## config.mk

```make
export PLATFORM = sky130hd
export DESIGN_NAME = sort4_stream
export DESIGN_NICKNAME = d
export VERILOG_FILES = /design/src/rtl/sort4_stream_pkg.sv /design/src/rtl/sort4_stream_sort4.sv /design/src/rtl/sort4_stream.sv
export SDC_FILE = /design/constraint.sdc
export NUM_CORES = 1
export LEC_CHECK = 0
export BUFFER_PORTS_ARGS = -buffer_cell sky130_fd_sc_hd__buf_2
export CAP_MARGIN = 20
export CORE_MARGIN = 5
export CORE_UTILIZATION = 66
export CTS_CLUSTER_DIAMETER = 40
export CTS_CLUSTER_SIZE = 12
export DETAILED_ROUTE_END_ITERATION = 8
export PLACE_DENSITY = 0.85
export SYNTH_ARGS = -nofsm -noshare
export SYNTH_HDL_FRONTEND = slang
export SYNTH_SLANG_ARGS = --single-unit
```

## constraint.sdc

```tcl
create_clock -name clk -period 12.6 [get_ports clk]
set_input_delay 1.26 -clock clk [delete_from_list [all_inputs] [get_ports clk]]
set_output_delay 1.26 -clock clk [all_outputs]
set_load 0.005 [all_outputs]
```

## src/rtl/sort4_stream_pkg.sv

```systemverilog
// Shared definitions for the sort4 streaming wrapper: default word width,
// group size and the controller state codes.
package sort4_stream_pkg;

  // Default data word width
  localparam int W_DEFAULT = 4;

  // Maximum number of words collected into one group
  localparam int N_SLOTS = 4;

  // Controller states
  typedef enum logic [1:0] {
    S_LOAD  = 2'd0,
    S_SORT  = 2'd1,
    S_DRAIN = 2'd2
  } state_e;

  // Ascending compare-exchange: returns {min, max}. The caller splits the
  // result with a constant width, so the low half always holds max.
  function automatic logic [63:0] cmp_swap(input logic [31:0] x, input logic [31:0] y);
    cmp_swap = (x <= y) ? {x, y} : {y, x};
  endfunction

endpackage

```

## src/rtl/sort4_stream_sort4.sv

```systemverilog
// Combinational 4-input sorting network (five compare-exchange elements).
// Outputs are ascending: ra_o <= rb_o <= rc_o <= rd_o. Equal inputs may
// leave in either order; the values are identical, so that is harmless.
module sort4_stream_sort4 #(
  parameter int T = 3
) (
  input  logic [T:0] a_i,
  input  logic [T:0] b_i,
  input  logic [T:0] c_i,
  input  logic [T:0] d_i,
  output logic [T:0] ra_o,
  output logic [T:0] rb_o,
  output logic [T:0] rc_o,
  output logic [T:0] rd_o
);

  logic [T:0] lo_ab, hi_ab, lo_cd, hi_cd;
  logic [T:0] min_all, max_all, mid_x, mid_y;

  // Three stages: sort pairs, pick global extremes, order the middle pair
  always_comb begin
    lo_ab   = (a_i <= b_i) ? a_i : b_i;
    hi_ab   = (a_i <= b_i) ? b_i : a_i;
    lo_cd   = (c_i <= d_i) ? c_i : d_i;
    hi_cd   = (c_i <= d_i) ? d_i : c_i;

    min_all = (lo_ab <= lo_cd) ? lo_ab : lo_cd;
    mid_x   = (lo_ab <= lo_cd) ? lo_cd : lo_ab;
    max_all = (hi_ab <= hi_cd) ? hi_cd : hi_ab;
    mid_y   = (hi_ab <= hi_cd) ? hi_ab : hi_cd;

    ra_o    = min_all;
    rb_o    = (mid_x <= mid_y) ? mid_x : mid_y;
    rc_o    = (mid_x <= mid_y) ? mid_y : mid_x;
    rd_o    = max_all;
  end

endmodule

```

## src/rtl/sort4_stream.sv

```systemverilog
// Stream wrapper around the sort4 network. Collects a group of 1..4 words
// from a valid/ready input, sorts it in one cycle, then replays the sorted
// words ascending on a valid/ready output. Loading and draining never overlap.
//
//   state   | meaning
//   --------+------------------------------------------------------------
//   S_LOAD  | accepting words into slots; in_ready high
//   S_SORT  | one cycle: capture network result, present first word
//   S_DRAIN | replay res[0..n_words-1]; output held until consumer takes it
module sort4_stream
  import sort4_stream_pkg::*;
#(
  parameter int W = W_DEFAULT
) (
  input  logic         clk,
  input  logic         reset,
  input  logic [W-1:0] in_data,
  input  logic         in_valid,
  output logic         in_ready,
  input  logic         in_last,
  output logic [W-1:0] out_data,
  output logic         out_valid,
  input  logic         out_ready,
  output logic         out_last,
  output logic         busy
);

  state_e       state_q;
  logic [1:0]   cnt_q;
  logic [1:0]   idx_q;
  logic [2:0]   n_words_q;
  logic [W-1:0] slot_q [N_SLOTS];
  logic [W-1:0] res_q  [N_SLOTS];
  logic [W-1:0] out_data_q;
  logic         out_valid_q;
  logic         out_last_q;

  logic [W-1:0] s_ra, s_rb, s_rc, s_rd;
  logic         accept;
  logic         transfer;
  logic [2:0]   idx_ext;
  logic [2:0]   last_idx;
  logic [1:0]   idx_d;
  logic         more_words;

  // Empty slots hold all-ones so padding always sorts behind real words;
  // n_words, not the value, decides how many words are replayed.
  sort4_stream_sort4 #(
    .T (W-1)
  ) u_sort4 (
    .a_i  (slot_q[0]),
    .b_i  (slot_q[1]),
    .c_i  (slot_q[2]),
    .d_i  (slot_q[3]),
    .ra_o (s_ra),
    .rb_o (s_rb),
    .rc_o (s_rc),
    .rd_o (s_rd)
  );

  // Handshake qualifiers and drain bookkeeping
  always_comb begin
    in_ready   = (state_q == S_LOAD) && !reset;
    accept     = in_valid && in_ready;
    transfer   = out_valid_q && out_ready;
    idx_ext    = {1'b0, idx_q};
    last_idx   = n_words_q - 3'd1;
    idx_d      = idx_q + 2'd1;
    more_words = (idx_ext < last_idx);
  end

  // Controller: load, sort, drain, with all outputs registered
  always_ff @(posedge clk) begin
    if (reset) begin
      state_q     <= S_LOAD;
      cnt_q       <= 2'd0;
      idx_q       <= 2'd0;
      n_words_q   <= 3'd0;
      out_data_q  <= '0;
      out_valid_q <= 1'b0;
      out_last_q  <= 1'b0;
      for (int i = 0; i < N_SLOTS; i++) begin
        slot_q[i] <= '1;
        res_q[i]  <= '0;
      end
    end else begin
      case (state_q)
        S_LOAD: begin
          if (accept) begin
            slot_q[cnt_q] <= in_data;
            cnt_q         <= cnt_q + 2'd1;
            if (in_last || (cnt_q == 2'd3)) begin
              n_words_q <= {1'b0, cnt_q} + 3'd1;
              state_q   <= S_SORT;
            end
          end
        end

        S_SORT: begin
          res_q[0]    <= s_ra;
          res_q[1]    <= s_rb;
          res_q[2]    <= s_rc;
          res_q[3]    <= s_rd;
          idx_q       <= 2'd0;
          out_valid_q <= 1'b1;
          out_data_q  <= s_ra;
          out_last_q  <= (n_words_q == 3'd1);
          state_q     <= S_DRAIN;
        end

        S_DRAIN: begin
          if (transfer) begin
            if (more_words) begin
              idx_q      <= idx_d;
              out_data_q <= res_q[idx_d];
              out_last_q <= ({1'b0, idx_d} == last_idx);
            end else begin
              // Last word taken: clear the group and reopen the input.
              // out_data keeps its last value rather than going undefined.
              out_valid_q <= 1'b0;
              out_last_q  <= 1'b0;
              cnt_q       <= 2'd0;
              for (int i = 0; i < N_SLOTS; i++) begin
                slot_q[i] <= '1;
              end
              state_q <= S_LOAD;
            end
          end
        end

        default: begin
          state_q <= S_LOAD;
        end
      endcase
    end
  end

  // Output drive from registered state
  always_comb begin
    out_data  = out_data_q;
    out_valid = out_valid_q;
    out_last  = out_last_q;
    busy      = (state_q != S_LOAD);
  end

endmodule

```

==> results of run 1 <==
==> routing by layer <==
metal / wire length (µm) / vias to the layer above / global-route usage [%]
li1: - / 1098 / -
met1: 2464 / 1018 / 26.15
met2: 2824 / 71 / 33.42
met3: 358 / 6 / 4.167
met4: 68 / 0 / 6.014
met5: 0 / - / 0
==> power breakdown <==
group          switching (W)   total, W  internal [W]
clock              0.0000485  0.0000873     0.0000388
combinational      0.0000347  0.0000628     0.0000281
sequential        0.00000418   0.000177      0.000172
==> layout make-up <==
class | instances | area (µm²)
Timing Repair Buffer | 16 | 80.08
Multi-Input combinational cell | 214 | 1598
Tap cell | 52 | 65.06
Clock buffer | 6 | 72.57
Fill cell | 337 | 1197
Inverter | 26 | 97.59
Clock inverter | 2 | 12.51
Sequential cell | 47 | 1261
==> worst min path at each step <==
stage                              startpoint  slack, ps  depth (start not counted)                         to
floorplan           n_words_q[1]$_SDFFE_PP0P_        460                          2  n_words_q[1]$_SDFFE_PP0P_
global placement     out_data[2]$_SDFFE_PP0P_        470                          2   out_data[2]$_SDFFE_PP0P_
detailed placement   out_data[3]$_SDFFE_PP0P_        470                          2   out_data[3]$_SDFFE_PP0P_
CTS                  out_data[3]$_SDFFE_PP0P_        490                          2   out_data[3]$_SDFFE_PP0P_
global route         out_data[3]$_SDFFE_PP0P_        520                          2   out_data[3]$_SDFFE_PP0P_
finish               out_data[3]$_SDFFE_PP0P_        480                          2   out_data[3]$_SDFFE_PP0P_
==> cell usage in the layout, fill, tap and decap left out, drive strengths merged, types with 3 or more instances in the layout <==
| cell | netlist | layout |
|---|---|---|
| o21ai | 10 | 10 |
| o22ai | 9 | 9 |
| ha | 26 | 26 |
| nand2 | 15 | 15 |
| mux2i | 9 | 9 |
| nand3 | 6 | 6 |
| and2 | 3 | 3 |
| nor2b | 7 | 7 |
| a31oi | 5 | 5 |
| nor2 | 28 | 28 |
| dfxtp | 15 | 15 |
| mux2 | 12 | 12 |
| a21oi | 21 | 21 |
| nor3 | 3 | 3 |
| edfxtp | 32 | 32 |
| buf | 3 | 16 |
| or2 | 19 | 19 |
| clkbuf | 9 | 6 |
| inv | 26 | 26 |
| a211oi | 5 | 5 |
| mux4 | 4 | 4 |
| nand2b | 5 | 5 |
==> worst max-delay path, delay by kind of cell (launching register included) <==
kind	cells	cell delay, ps
AOI/OAI and AO/OA	11	2390
adders and majority gates	4	1200
buffers and inverters	2	140
DFF	1	440
muxes	1	360
and+or+nand+nor	4	670
==> through the flow <==
| stage | std cells | cell area [µm²] | utilization [%] | worst slack, ps |
|---|---|---|---|---|
| 2_1_floorplan | 299 | 3010 | - | 7813 |
| 4_1_cts | 363 | 3187 | 72.69 | 7320 |
| 6_report | 363 | 3187 | 72.69 | 7236 |
| 5_1_grt | 363 | 3187 | 72.69 | 6886 |
| 3_3_place_gp | 355 | 3102 | 70.75 | 7633 |
| 3_5_place_dp | 355 | 3102 | 70.75 | 7374 |
==> state kept, by name, summed over array words and instances, names as in the netlist <==
| register | flops |
|---|---|
| n_words_q | 3 |
| slot_q | 16 |
| out_last | 1 |
| state_q | 2 |
| out_data | 4 |
| out_valid | 1 |
| cnt_q | 2 |
| idx_q | 2 |
| res_q | 16 |
==> logic make-up (layout without fill, tap and decap cells) <==
group           Yosys count  in the layout  share of synthesized area (%)
fa+ha+maj                27             27                          11.18
buf+inv                  38             50                          5.029
compound gates           67             67                          14.51
simple gates             92             92                          15.54
flops                    47             47                          41.90
mux                      25             25                          10.97
xor+xnor                  3              3                         0.8730
==> results.json, run 1 <==
{
  "cp.required_ps": 12730,
  "start_util_pct": 68.66,
  "htreeDepth": 2,
  "netlist_top_cells_area": "edfxtp_1 32%, ha_1 11%, dfxtp_1 10%",
  "critPathLaunch": "slot_q[0][2]$_SDFFCE_PN1P_",
  "post-synth-top-count-cell": "edfxtp_1",
  "hpwl_um": 4512,
  "hold_viol": 0,
  "clock_latency_ps": 300,
  "cts_tree": "built",
  "clk_path_buf_depth": 2,
  "dr.pass1.iters": 5,
  "dieWidth_um": 77.54,
  "synth_commonest_cells": "32 x edfxtp_1, 28 x nor2_1, 26 x ha_1, 26 x inv_1, 21 x a21oi_1",
  "worstPathArrival_ps": 5500,
  "fmax_ghz": 0.1864,
  "io_buffer_count": 16,
  "grt_pass1_wl_um": 9639,
  "regToRegEndpoint": "res_q[2][1]$_SDFFCE_PN0P_",
  "synth_edf_count": 32,
  "die_h_um": 77.54,
  "clock_skew_ps": 3.545,
  "post_cts_resized": 0,
  "synth_top_area_share_pct": 31.92,
  "gp_congestion": 0.7888,
  "postCtsHoldBufs": 0,
  "slew-limit-headroom_pct": 34.03,
  "dieArea_mm2": 0.006012,
  "cts_root_buf": "clkbuf_8",
  "wl_um": 5716,
  "wl_per_cell_um": 15.75,
  "seq_area_frac_synth_pct": 41.90,
  "r2r_start": "slot_q[0][2]$_SDFFCE_PN1P_",
  "synth_nets": 334,
  "drive_above_1_share_pct": 19.94,
  "crit_chain": "ha_1 > o21ai_0 > a21oi_1 > o21ai_1 > nor2_1 > a21oi_1 > inv_1 > ha_1 > a21oi_1 > a21oi_1 > maj3_2 > a22o_1 > mux2_4 > inv_1 > ha_1 > nor2b_1 > o21ai_0 > nand2b_1 > a21oi_1 > a41oi_1 > or2_2 > o22ai_1",
  "worst-r2r-cell-count": 22,
  "slew_viol_final": 0,
  "r2r_slack_ps": 7240,
  "clkSinkCount": 47,
  "p_per_area_mw_per_mm2": 102.5,
  "maxCapViolations": 0,
  "leakagePower_nw": 1.307,
  "nets": 345,
  "grt_max_degree": 17,
  "power_w": 0.0003267,
  "tns_ps": 0,
  "hold_class": "reg2reg",
  "async_reset_ff_share_pct": 0,
  "postSynthCellCount": 299,
  "tightest_slew_ps": 982.9,
  "first_global_vias": 2049,
  "cts_buffers": 5,
  "setup_viol": 0,
  "synthFlopType": "edfxtp_1",
  "drcViolationCount": 0,
  "synth_seq_cells": 47,
  "ys_types": 48,
  "routed-via-count": 2193,
  "core.rowCount": 24,
  "crit_end": "res_q[2][1]$_SDFFCE_PN0P_",
  "coreArea_mm2": 0.004384,
  "synth_area_mm2": 0.003010,
  "ios": 17,
  "antenna_found_initial": 0,
  "drtIter0Drc": 129,
  "syn_area_per_cell_um2": 10.07,
  "rsz0062_at_grt": "false",
  "cpMaxStageDelayCell": "o21ai_1",
  "period_needed_ps": 5364,
  "start_kind": "flop",
  "area_growth_pct": 5.860,
  "ant_nets": 0,
  "post-route-period-util_pct": 42.57,
  "critPathMaxFanout": 14,
  "synth-warning-count": 0,
  "slowest_delay_ps": 770,
  "endpoint_kind": "flop",
  "track_usage_pct": 19.98,
  "diodes": 0,
  "clk_pin_slew_ps": 80,
  "grt_overflow": 0,
  "critical_path_class": "reg2reg",
  "ir_worst_vdd_mv": 0.07586,
  "cp_common_cell": "a21oi_1",
  "synth_largest_area_cell": "edfxtp_1",
  "post_cts_buffers": 0,
  "status": "finished, final reports clean",
  "whs_ps": 480.4,
  "viasPerCell": 6.041
}
Note: power is estimated with default switching activity, not from simulation.
==> run 2: changes to the inputs <==
--- a/config.mk
+++ b/config.mk
@@ -5,14 +5,15 @@
 export SDC_FILE = /design/constraint.sdc
 export NUM_CORES = 1
 export LEC_CHECK = 0
+export ABC_AREA = 1
 export BUFFER_PORTS_ARGS = -buffer_cell sky130_fd_sc_hd__buf_2
 export CAP_MARGIN = 20
 export CORE_MARGIN = 5
-export CORE_UTILIZATION = 66
+export CORE_UTILIZATION = 55
 export CTS_CLUSTER_DIAMETER = 40
 export CTS_CLUSTER_SIZE = 12
 export DETAILED_ROUTE_END_ITERATION = 8
-export PLACE_DENSITY = 0.85
+export PLACE_DENSITY = 0.76
 export SYNTH_ARGS = -nofsm -noshare
 export SYNTH_HDL_FRONTEND = slang
 export SYNTH_SLANG_ARGS = --single-unit
==> constraint.sdc (replaced) <==
create_clock -name clk -period 4.65 [get_ports clk]
set_input_delay 0.465 -clock clk [delete_from_list [all_inputs] [get_ports clk]]
set_output_delay 0.465 -clock clk [all_outputs]
set_load 0.005 [all_outputs]
==> results.json, run 2 <==
{
  "die_h_um": 85.84,
  "fmax_ghz": 0.2407,
  "hold_start": "in_data[2]",
  "n_fill_cell": 519,
  "period_needed_ps": 4154,
  "cts_tree": "built",
  "ios": 17,
  "critPathMaxFanout": 16,
  "post-synth-top-count-cell": "nand2_1",
  "syn_area_per_cell_um2": 7.585,
  "power_w": 0.001058,
  "coreArea_mm2": 0.005540,
  "switchingPower_w": 0.0003711,
  "grt_max_degree": 17,
  "drcViolationCount": 0,
  "r2r_start": "slot_q[0][1]$_SDFFCE_PN1P_",
  "htreeDepth": 2,
  "post-route-period-util_pct": 89.34,
  "netlist_top_cells_area": "edfxtp_1 30%, nand2_1 14%, ha_1 10%",
  "worstPathArrival_ps": 4220,
  "ant_nets": 0,
  "synth-warning-count": 0,
  "endpoint_kind": "flop",
  "hold_viol": 0,
  "first_global_vias": 2441,
  "p_clk_share_pct": 23.9,
  "ys_types": 36,
  "synth_area_mm2": 0.003163,
  "dieArea_mm2": 0.007368,
  "drtIter0Drc": 187,
  "cts_root_buf": "clkbuf_8",
  "clock_skew_ps": 5.601,
  "diodes": 0,
  "ir_worst_vdd_mv": 0.1336,
  "p_sw_share_pct": 35.08,
  "clkSinkCount": 47,
  "synth_nets": 452,
  "regToRegEndpoint": "res_q[2][1]$_SDFFCE_PN0P_",
  "clk_path_buf_depth": 2,
  "mostFrequentLayoutCell": "nand2_1",
  "area_growth_pct": 7.516,
  "p_per_area_mw_per_mm2": 311.1,
  "dieWidth_um": 85.84,
  "hold_class": "in2reg",
  "intPower_w": 0.0006868,
  "hpwl_um": 5193,
  "synthFlopType": "edfxtp_1",
  "cp.required_ps": 4710,
  "antenna_found_initial": 0,
  "wl_um": 6537,
  "wl_per_cell_um": 12.84,
  "critical_path_class": "reg2reg",
  "seq_area_frac_synth_pct": 39.87,
  "min_path_cells": 3,
  "io_buffer_count": 16,
  "setup_viol": 0,
  "whs_ps": 458.3,
  "gp_congestion": 0.8910,
  "worst-r2r-cell-count": 24,
  "drive_above_1_share_pct": 11.44,
  "slew-limit-headroom_pct": 51.49,
  "start_kind": "flop",
  "final_cell_mix": "116 x nand2_1, 67 x inv_1, 32 x nor2_1, 32 x edfxtp_1, 27 x nand3_1",
  "r2r_slack_ps": 500,
  "maxCapViolations": 0,
  "dr.pass1.iters": 5,
  "clock_latency_ps": 300,
  "grt_pass1_wl_um": 10960,
  "viasPerCell": 5.250,
  "postCtsHoldBufs": 0,
  "place_area_mm2": 0.003306,
  "rsz0062_at_grt": "false",
  "track_usage_pct": 18.58,
  "comb_power_share_pct": 31.0,
  "status": "finished, final reports clean",
  "synth_top_area_share_pct": 30.38,
  "grt_overflow": 0,
  "synth_largest_area_cell": "edfxtp_1",
  "tightest_slew_ps": 724.9,
  "synth_commonest_cells": "116 x nand2_1, 67 x inv_1, 32 x edfxtp_1, 32 x nor2_1, 29 x o21ai_0",
  "cts_buffers": 5,
  "nets": 471,
  "slew_viol_final": 0,
  "clk_pin_slew_ps": 90,
  "core.rowCount": 27,
  "async_reset_ff_share_pct": 0,
  "synth_seq_cells": 47,
  "leakagePower_nw": 1.702,
  "p_seq_share_pct": 45.1,
  "postSynthCellCount": 417,
  "whs_endpoint": "slot_q[3][2]$_SDFFCE_PN1P_",
  "final_area_mm2": 0.003401,
  "start_util_pct": 57.09,
  "synth_edf_count": 32,
  "routed-via-count": 2672,
  "tns_ps": 0
}
==> run 2: changes by cell type after synthesis, sizes merged, moves of 12 or more <==
cell	delta
nand2	+112
or2	-18
nand3	+23
inv	+44
o21ai	+23
mux2	-12
==> run 2: how the worst max path moves through the flow <==
stage	cells after the start	startpoint	end
floorplan	25	slot_q[0][1]$_SDFFCE_PN1P_	res_q[1][0]$_SDFFCE_PN0P_
global placement	22	slot_q[2][2]$_SDFFCE_PN1P_	res_q[1][0]$_SDFFCE_PN0P_
detailed placement	22	slot_q[2][2]$_SDFFCE_PN1P_	res_q[1][0]$_SDFFCE_PN0P_
CTS	25	slot_q[3][1]$_SDFFCE_PN1P_	res_q[2][3]$_SDFFCE_PN0P_
global route	26	slot_q[1][2]$_SDFFCE_PN1P_	res_q[2][1]$_SDFFCE_PN0P_
finish	24	slot_q[0][1]$_SDFFCE_PN1P_	res_q[2][1]$_SDFFCE_PN0P_
==> run 2: logic make-up (layout without fill, tap and decap cells) <==
group / Yosys count / in the layout / synth area share [%]
AND/OR/NAND/NOR: 196 / 196 / 27.18
buffers and inverters: 76 / 96 / 9.296
AO/OA/AOI/OAI: 70 / 70 / 12.82
flip-flops: 47 / 47 / 39.87
adder cells (fa/ha/maj): 26 / 26 / 10.28
XOR/XNOR: 2 / 2 / 0.5539
==> run 2: critical path, cell delays in order (launching register included) <==
cell      delay [ps]
edfxtp_1         430
ha_1             330
nand2_1           60
nand2_1           50
nand2_1           60
nand2_2          100
nand2_4          110
o21ai_0          380
inv_1            130
ha_1             360
nand3_1          100
nand2_1           70
inv_1             50
nand2_2          100
nand2_2          150
o21a_2           280
ha_1             320
inv_1             60
nor2_1            30
o21ai_0          190
a32oi_2          100
inv_1            200
nand3_1          120
nand2_1           80
nor2_1            50
==> run 2: timing repair <==
| action | in CTS | in global routing |
|---|---|---|
| setup buffers | 0 | 1 |
| setup endpoints to repair | 0 | 5 |
| resized for setup | 0 | 4 |
==> run 2: metrics by stage <==
stage	cells	util, %	setup WS [ps]
global placement	500	59.67	484.9
floorplan	417	-	685.9
global route	509	61.38	146.6
finish	509	61.38	495.5
CTS	508	61.25	296.4
detailed placement	500	59.67	346.3
==> run 2: cell type report <==
type	instances	area [µm²]	share of cell area, %
Timing Repair Buffer	17	87.58	2.575
Multi-Input combinational cell	294	1608	47.28
Sequential cell	47	1261	37.09
Clock inverter	3	18.77	0.5519
Tap cell	72	90.09	2.649
Inverter	71	266.5	7.837
Clock buffer	5	68.82	2.024
==> run 2: per-layer routing <==
metal  share of wire [%]  vias to the layer above  routed length (µm)  global-route usage, %
li1                    -                     1389                   -                      -
met1                  44                     1194                2904                  23.94
met2                  48                       73                3153                  31.71
met3                 5.1                       16                 336                  3.458
met4                 2.2                        0                 143                  5.612
met5                   0                        -                   0                      0
==> run 2: power by group through the flow <==
| stage | logic (W) | clock network, W | registers [W] |
|---|---|---|---|
| 2_1_floorplan | 0.000251 | 0 | 0.000485 |
| 3_3_place_gp | 0.000303 | 0 | 0.000486 |
| 3_5_place_dp | 0.000312 | 0 | 0.000487 |
| 4_1_cts | 0.000315 | 0.000257 | 0.000477 |
| 5_1_grt | 0.000378 | 0.000273 | 0.000480 |
| 6_report | 0.000328 | 0.000253 | 0.000477 |
==> run 3: changes to the inputs <==
--- a/config.mk
+++ b/config.mk
@@ -14,6 +14,7 @@
 export CTS_CLUSTER_SIZE = 12
 export DETAILED_ROUTE_END_ITERATION = 8
 export PLACE_DENSITY = 0.76
+export REMOVE_ABC_BUFFERS = 1
 export SYNTH_ARGS = -nofsm -noshare
 export SYNTH_HDL_FRONTEND = slang
 export SYNTH_SLANG_ARGS = --single-unit
==> results.json, run 3 (synthesis gave the netlist of run 2 again) <==
{
  "register_area_mm2": 0.001261,
  "grt_max_degree": 17,
  "cpMaxStageDelayCell": "o21ai_0",
  "tns_ps": 0,
  "power_w": 0.001085,
  "whs_ps": 462.5,
  "hpwl_um": 5090,
  "clk_path_buf_depth": 2,
  "dieWidth_um": 85.84,
  "utilization_pct": 61.77,
  "crit_chain": "ha_1 > nand2_1 > inv_2 > nand3_1 > nand2_2 > o21ai_0 > ha_1 > nand2_1 > a21oi_2 > nand2_1 > nand2_4 > nand2_4 > nand2_1 > and2_1 > ha_1 > nand2_1 > inv_1 > o21ai_0 > a32oi_2 > inv_1 > o21ai_0 > nor2_1",
  "ir_worst_vdd_mv": 0.1729,
  "endpoint_kind": "flop",
  "viasPerCell": 5.096,
  "diodes": 0,
  "grt_overflow": 0,
  "cp.required_ps": 4710,
  "die_h_um": 85.84,
  "final_cell_mix": "116 x nand2_1, 67 x inv_1, 32 x nor2_1, 32 x edfxtp_1, 27 x nand3_1",
  "slew-limit-headroom_pct": 56.34,
  "cts_root_buf": "clkbuf_8",
  "worstPathArrival_ps": 4170,
  "critical_path_class": "reg2reg",
  "setup_viol": 0,
  "nets": 472,
  "clock_latency_ps": 300,
  "hold_viol": 0,
  "coreArea_mm2": 0.005540,
  "drtIter0Drc": 129,
  "dr.pass1.iters": 4,
  "wl_per_cell_um": 12.27,
  "rsz0062_at_grt": "false",
  "dieArea_mm2": 0.007368,
  "mostFrequentLayoutCell": "nand2_1",
  "hold_class": "in2reg",
  "r2r_start": "slot_q[2][3]$_SDFFCE_PN1P_",
  "core.rowCount": 27,
  "start_kind": "flop",
  "post-route-period-util_pct": 88.38,
  "p_per_area_mw_per_mm2": 317.0,
  "gp_congestion": 0.8566,
  "n_fill_cell": 502,
  "io_buffer_count": 16,
  "grt_pass1_wl_um": 11120,
  "postCtsHoldBufs": 0,
  "ios": 17,
  "routed-via-count": 2599,
  "critPathMaxFanout": 16,
  "drcViolationCount": 0,
  "status": "finished, final reports clean",
  "antenna_found_initial": 0,
  "fmax_ghz": 0.2433,
  "worst-r2r-cell-count": 22,
  "period_needed_ps": 4110,
  "leakagePower_nw": 1.709,
  "area_growth_pct": 8.188,
  "hold_start": "in_last",
  "htreeDepth": 2,
  "slowest_delay_ps": 440,
  "wl_um": 6259,
  "critPathLaunch": "slot_q[2][3]$_SDFFCE_PN1P_",
  "cts_tree": "built",
  "clk_pin_slew_ps": 90,
  "tightest_slew_ps": 652.5,
  "min_path_cells": 3,
  "maxCapViolations": 0,
  "drive_above_1_share_pct": 11.19,
  "cp_common_cell": "nand2_1",
  "multi_input_area_mm2": 0.001608,
  "first_global_vias": 2469,
  "ant_nets": 0,
  "clkSinkCount": 47,
  "slew_viol_final": 0,
  "track_usage_pct": 18.80,
  "start_util_pct": 57.09,
  "cts_buffers": 5,
  "clock_skew_ps": 9.418
}
[run 3: changes by cell type in the layout (fill, tap and decap cells not counted), sizes merged]
cell	delta
inv	-1
clkinv	-2
buf	+1
clkbuf	+3
[run 3: critical path: cells and delay by family, from the launching register on]
family                   cells  cell delay, ps
AND/OR/NAND/NOR             11            1110
flip-flops                   1             430
AO/OA/AOI/OAI                5            1050
adder cells (fa/ha/maj)      3             950
buffers and inverters        3             310
[run 3: layer usage]
layer	routed length, µm	vias up	part of all wire (%)	track usage [%]
li1	-	1393	-	-
met1	2924	1146	47	23.92
met2	3046	52	49	32.63
met3	209	8	3.3	3.842
met4	78	0	1.2	4.748
met5	0	-	0	0
[run 3: layout make-up]
type | count | area share, %
Inverter | 71 | 7.788
Multi-Input combinational cell | 294 | 46.98
Clock buffer | 8 | 2.962
Tap cell | 72 | 2.633
Sequential cell | 47 | 36.86
Timing Repair Buffer | 18 | 2.779
[run 3: final timing paths]
| path | end | slack [ps] |
|---|---|---|
| hold / removal | state_q[0]$_SDFFE_PP0P_ | 460 |
| setup / recovery | res_q[1][0]$_SDFFCE_PN0P_ | 540 |
| hold reg to reg | out_data[3]$_SDFFE_PP0P_ | 470 |
| setup reg to reg | res_q[1][0]$_SDFFCE_PN0P_ | 540 |
[run 3: what timing repair did]
item                                    4_1_cts  5_1_grt
resized for setup                             0        3
setup buffers                                 0        2
endpoints found under the setup margin        0        5
[run 3: where the power goes]
part           internal (W)  switching, W
clock network      0.000139      0.000133
logic              0.000121      0.000214
registers          0.000468    0.00000920
total              0.000728      0.000357
[run 3: stage by stage]
stage	instance area (µm²)	worst slack, ps	cells
6_report	3422	540.5	510
2_1_floorplan	3136	857.0	412
3_5_place_dp	3306	342.8	500
3_3_place_gp	3306	510.1	500
5_1_grt	3422	4.342	510
4_1_cts	3407	342.4	508
